===== src/rtl/wordle_pkg.sv =====
// Shared definitions for the guess writer: slot geometry, color codes and
// the row-editing FSM state enumeration.
package wordle_pkg;

  localparam int WORD_LEN    = 5;  // letters per row
  localparam int MAX_GUESSES = 6;  // rows before the game locks
  localparam int LETTER_W    = 5;  // letter code width (0='A' .. 25='Z')
  localparam int SLOT_W      = 7;  // {color[1:0], letter[4:0]}
  localparam int COLOR_W     = 2;

  localparam logic [LETTER_W-1:0] LAST_LETTER = 5'd25;

  localparam logic [COLOR_W-1:0] NONE   = 2'b00;  // entered, not yet scored
  localparam logic [COLOR_W-1:0] GREEN  = 2'b01;  // right letter, right place
  localparam logic [COLOR_W-1:0] YELLOW = 2'b10;  // letter elsewhere in word
  localparam logic [COLOR_W-1:0] GRAY   = 2'b11;  // letter absent

  typedef enum logic [1:0] {
    EDIT  = 2'd0,
    SCORE = 2'd1,
    SHOW  = 2'd2,
    LOCK  = 2'd3
  } state_e;

endpackage


===== src/rtl/letter_scorer.sv =====
// Combinational color for one guessed letter against the target word.
// Ports:
//   letter       - guessed letter code
//   index        - position of that letter in the row (0-4)
//   current_word - target word, letter i at [5i+4:5i]
//   color        - GREEN / YELLOW / GRAY
// Each letter is judged on its own: repeated letters are not counted.
module letter_scorer
  import wordle_pkg::*;
(
  input  logic [LETTER_W-1:0]          letter,
  input  logic [2:0]                   index,
  input  logic [WORD_LEN*LETTER_W-1:0] current_word,
  output logic [COLOR_W-1:0]           color
);

  logic hit_same;
  logic hit_other;

  always_comb begin
    // NOTE: every combinational output gets a default before any branch;
    // a path that leaves a signal unassigned would infer a latch.
    hit_same  = 1'b0;
    hit_other = 1'b0;
    for (int i = 0; i < WORD_LEN; i++) begin
      if (current_word[i*LETTER_W +: LETTER_W] == letter) begin
        if (index == 3'(i)) hit_same  = 1'b1;
        else                hit_other = 1'b1;
      end
    end
    if (hit_same)       color = GREEN;
    else if (hit_other) color = YELLOW;
    else                color = GRAY;
  end

endmodule


===== src/rtl/guess_writer.sv =====
// Row editor and scorer for a five-letter word game.
// Ports:
//   clk, rst      - clock, asynchronous active-high reset
//   sw            - letter code to enter (26-31 invalid)
//   add/del       - append letter at cursor / remove last letter (pulses)
//   submit        - score the full row (pulse)
//   current_word  - target word, held stable while busy
//   display       - row, slot i at [7i+6:7i] as {color, letter}
//   col           - number of letters entered
//   busy          - scoring in progress (one slot per cycle)
//   done          - one-cycle pulse after the last slot is scored
//   win           - last scored row was all green (sticky until reset)
//   guess_cnt     - completed guesses
module guess_writer
  import wordle_pkg::*;
(
  input  logic                          clk,
  input  logic                          rst,
  input  logic [LETTER_W-1:0]           sw,
  input  logic                          add,
  input  logic                          del,
  input  logic                          submit,
  input  logic [WORD_LEN*LETTER_W-1:0]  current_word,
  output logic [WORD_LEN*SLOT_W-1:0]    display,
  output logic [2:0]                    col,
  output logic                          busy,
  output logic                          done,
  output logic                          win,
  output logic [2:0]                    guess_cnt
);

  state_e                           state_q, state_d;
  logic [WORD_LEN-1:0][SLOT_W-1:0]  disp_q, disp_d;
  logic [2:0]                       col_q, col_d;
  logic [2:0]                       idx_q, idx_d;
  logic                             done_q, done_d;
  logic                             win_q, win_d;
  logic [2:0]                       cnt_q, cnt_d;

  logic [COLOR_W-1:0]               score_color;
  logic                             all_green;

  // A single scorer is time-shared across the row, addressed by idx_q.
  letter_scorer u_scorer (
    .letter       (disp_q[idx_q][LETTER_W-1:0]),
    .index        (idx_q),
    .current_word (current_word),
    .color        (score_color)
  );

  always_comb begin
    state_d   = state_q;
    disp_d    = disp_q;
    col_d     = col_q;
    idx_d     = idx_q;
    done_d    = 1'b0;
    win_d     = win_q;
    cnt_d     = cnt_q;
    all_green = 1'b0;

    unique case (state_q)
      EDIT: begin
        // Only the highest-priority asserted event is considered.
        if (submit) begin
          if (col_q == 3'(WORD_LEN)) begin
            state_d = SCORE;
            idx_d   = 3'd0;
          end
        end else if (del) begin
          if (col_q != 3'd0) begin
            disp_d[col_q - 3'd1] = '0;
            col_d                = col_q - 3'd1;
          end
        end else if (add) begin
          if ((col_q < 3'(WORD_LEN)) && (sw <= LAST_LETTER)) begin
            disp_d[col_q] = {NONE, sw};
            col_d         = col_q + 3'd1;
          end
        end
      end

      SCORE: begin
        disp_d[idx_q][SLOT_W-1:LETTER_W] = score_color;
        if (idx_q == 3'(WORD_LEN-1)) begin
          // Earlier slots are already registered; the last one is still
          // on the scorer output this cycle.
          all_green = (score_color == GREEN);
          for (int i = 0; i < WORD_LEN-1; i++) begin
            if (disp_q[i][SLOT_W-1:LETTER_W] != GREEN) all_green = 1'b0;
          end
          done_d  = 1'b1;
          cnt_d   = cnt_q + 3'd1;
          win_d   = all_green;
          state_d = (all_green || (cnt_d == 3'(MAX_GUESSES))) ? LOCK : SHOW;
        end else begin
          idx_d = idx_q + 3'd1;
        end
      end

      SHOW: begin
        // Starting a new row: wipe the scored row and take the letter.
        if (add && (sw <= LAST_LETTER)) begin
          disp_d    = '0;
          disp_d[0] = {NONE, sw};
          col_d     = 3'd1;
          state_d   = EDIT;
        end
      end

      LOCK: begin
      end

      default: state_d = EDIT;
    endcase
  end

  // NOTE: state registers use non-blocking assignments so every flop
  // samples the pre-edge values of the others.
  always_ff @(posedge clk or posedge rst) begin
    if (rst) begin
      state_q <= EDIT;
      disp_q  <= '0;
      col_q   <= 3'd0;
      idx_q   <= 3'd0;
      done_q  <= 1'b0;
      win_q   <= 1'b0;
      cnt_q   <= 3'd0;
    end else begin
      state_q <= state_d;
      disp_q  <= disp_d;
      col_q   <= col_d;
      idx_q   <= idx_d;
      done_q  <= done_d;
      win_q   <= win_d;
      cnt_q   <= cnt_d;
    end
  end

  assign display   = disp_q;
  assign col       = col_q;
  assign busy      = (state_q == SCORE);
  assign done      = done_q;
  assign win       = win_q;
  assign guess_cnt = cnt_q;

endmodule


===== config.mk =====
export PLATFORM = sky130hd
export DESIGN_NAME = guess_writer
export DESIGN_NICKNAME = d
export VERILOG_FILES = /design/src/rtl/wordle_pkg.sv /design/src/rtl/letter_scorer.sv /design/src/rtl/guess_writer.sv
export SDC_FILE = /design/constraint.sdc
export NUM_CORES = 1
export LEC_CHECK = 0
export CORE_MARGIN = 8
export CORE_UTILIZATION = 45
export DETAILED_ROUTE_END_ITERATION = 7
export PLACE_DENSITY = 0.84
export RECOVER_POWER = 50
export SLEW_MARGIN = 15
export SYNTH_ARGS = -nofsm -noshare
export SYNTH_HDL_FRONTEND = slang
export SYNTH_SLANG_ARGS = --single-unit

===== constraint.sdc =====
create_clock -name clk -period 2.7 [get_ports clk]
set_clock_uncertainty 0.05 [all_clocks]
set_input_delay 0.27 -clock clk [delete_from_list [all_inputs] [get_ports clk]]
set_output_delay 0.27 -clock clk [all_outputs]
set_load 0.02 [all_outputs]

==> flow_metrics.tcl <==
set metrics [dict create \
    status "finished with violations" \
    violations "negative setup slack" \
    cts-root-buf "clkbuf_8" \
    postSynthAreaPerCell_um2 8.91 \
    synth_area_mm2 0.00372 \
    setup.worst_path.start "idx_q[1]$_DFFE_PP0P_" \
    tritoncts "built" \
    peakVddDrop_v 0.000675 \
    grt-ovfl-total 0 \
    crit_arrival_ps 2870 \
    vias 4066 \
    synth_largest_area_cell "dfrtp_1" \
    fin_crit_sh_pct 101 \
    ios 79 \
    syn-num-nets 467 \
    slew_violations 0 \
    cts_max_level 2 \
    io_buffers 78 \
    crit_required_ps 2840 \
    initialDrtViolationCount 309 \
    dpl.hpwl_um 9600 \
    grt_pass1_vias 4097 \
    multi_input_comb_area_mm2 0.00257 \
    p_leak_uw 0.00235 \
    period_needed_ps 2730 \
    ff_latch_area_mm2 0.00120 \
    worst_slew_pin_slew_ps 1020 \
    start_util_pct 45.9 \
    synthTopCellsByCount "48 x dfrtp_1, 43 x nand2_1, 27 x nor2_1" \
    synth_cell_types 70 \
    cts_buffers 5 \
    globalRouteMet1Util_pct 26.4 \
    area_growth_pct 46.3 \
    gp_congestion 0.991 \
    async_flop_share_pct 100 \
    dieArea_mm2 0.0114 \
    ys_warn_count 0 \
    synth.most_common_cell "dfrtp_1" \
    fill_cells 616 \
    grt_first_pass_wirelength_um 20600 \
    routed_wl_um 12700 \
    cp-end-kind "flop" \
    crit_fanout 6 \
    worst_slack_ps -27.3 \
    worst_r2r_startpoint "idx_q[1]$_DFFE_PP0P_" \
    use_met3_pct 3.18 \
    setup_viol 4 \
    grt_max_degree 21 \
    viasPerCell 6.15 \
    rows 33 \
    synth_top_cell_area_share_pct 32.3 \
    grt_use_total_pct 22.0 \
    final_nets 605 \
    tns_ps -44.9 \
    cts_buffer_depth 2 \
    drive_gt1_share_pct 24.6 \
    antenna_found_initial 0 \
    cp-start-kind "flop" \
    path_clk_slew_ps 90 \
    total_power_uw 5210 \
    grt_setup_unrepaired "yes" \
    worstSetupPathType "flop to flop" \
    netlist_instances 417 \
    relSlewSlack_pct 31.9 \
    min_path_type "primary input to async pin" \
    synth_edf_count 0 \
    clock_latency_ps 300 \
    avgRoutedWirePerCell_um 19.2 \
    firstDrtPassIters 5 \
    synth.area.top_cells "dfrtp_1 32%, ha_1 5.0%, nand2_1 4.3%" \
    core_area_mm2 0.00809 \
    n_antenna_cell 0 \
    busiest_layer "met2" \
    max_freq_mhz 367 \
    die_y_um 107 \
    hold_viol 0 \
    antenna_left 0 \
    grtUsageMet2_pct 38.4 \
    die_w_um 107 \
    clock-sinks 48 \
    drc 0 \
    synth-seq-area-share_pct 32.3 \
    power_density_mw_per_mm2 959 \
    final_core_util_pct 67.2 \
    cap_violations 0 \
    hold_buffers 0 \
    synth_flop_cell "dfrtp_1" \
    synth_seq_cells 48 \
]
[where the power goes]
part,internal [µW],switching (µW)
clock,303,257
sequential,917,212
combinational,1520,2000
[layer usage]
metal	part of all wire [%]	up-vias
met4	3.5	0
met5	0	-
met1	41	1977
met3	6.4	33
met2	50	192
li1	-	1864
[layout make-up]
| class | instances | share of cell area (%) |
|---|---|---|
| inverters | 16 | 1.10 |
| well taps | 105 | 2.42 |
| flip-flops and latches | 48 | 22.2 |
| clock buffers | 6 | 1.52 |
| multi-input cells | 333 | 47.3 |
| clock inverters | 2 | 0.713 |
| repair buffers | 151 | 24.8 |
[per-stage QoR]
| stage | hold slack (ps) | area [µm²] | instances | setup slack [ps] |
|---|---|---|---|---|
| 2_1_floorplan | 360 | 3720 | 417 | 56.8 |
| 3_3_place_gp | 439 | 4980 | 641 | -101 |
| 3_5_place_dp | 441 | 4980 | 641 | -174 |
| 4_1_cts | 196 | 5340 | 658 | -1.05 |
| 5_1_grt | 477 | 5440 | 661 | -89.2 |
| 6_report | 425 | 5440 | 661 | -27.3 |
[layout by cell type (no fill, tap or decap), types with 4 or more instances in the layout]
master,n
clkdlybuf4s50_1,62
nand3_1,20
ha_1,15
dlygate4sd3_1,16
nor2_1,26
nand2_1,41
a31oi_1,7
mux2_4,4
a21o_1,8
nor4_1,7
o31a_1,6
o21ai_0,19
buf_6,7
buf_4,63
or3_1,4
a22o_1,18
dfrtp_1,45
o211ai_1,10
inv_1,16
and2_4,4
and3b_1,4
clkbuf_8,6
nand3b_1,5
xnor2_1,8
a21oi_1,15
a22oi_1,11
a32o_1,7
nor3_1,10
[what timing repair did]
action,CTS,global route
resized for setup,39,22
buffers inserted,9,3
setup endpoints to repair,11,12
cloned,0,1
endpoints found under the hold margin,0,0
pin swaps,10,15
[critical path: stages, from the launching register on]
cell and delay [ps]:
dfrtp_2 490, buf_6 170, nand3b_1 220, a211o_1 370
o311ai_4 110, o2111ai_2 200, or4_4 530, o2111ai_4 130
nor2_4 100, a32o_1 270
[worst paths after layout]
kind                                           end  cells past startpoint  slack, ps
min reg2reg                        win$_DFFE_PP0P_                      2        450
max in group asynchronous     idx_q[2]$_DFFE_PP0P_                      3        760
max                        display[34]$_DFFE_PP0P_                      9        -30
min                         state_q[1]$_DFFE_PP0P_                      2        430
max reg2reg                display[34]$_DFFE_PP0P_                      9        -30
min in group clk                   win$_DFFE_PP0P_                      2        450
[logic make-up (layout without fill, tap and decap cells)]
| kind of cell | count (synthesis) | in the layout | synth area share (%) |
|---|---|---|---|
| simple gates | 158 | 159 | 23.5 |
| compound gates | 138 | 138 | 28.4 |
| flops | 48 | 48 | 32.3 |
| buf+inv | 37 | 175 | 4.98 |
| fa+ha+maj | 15 | 15 | 5.05 |
| xor+xnor | 11 | 11 | 2.59 |
| mux | 10 | 10 | 3.13 |
Note: power is estimated with default switching activity, not from simulation.
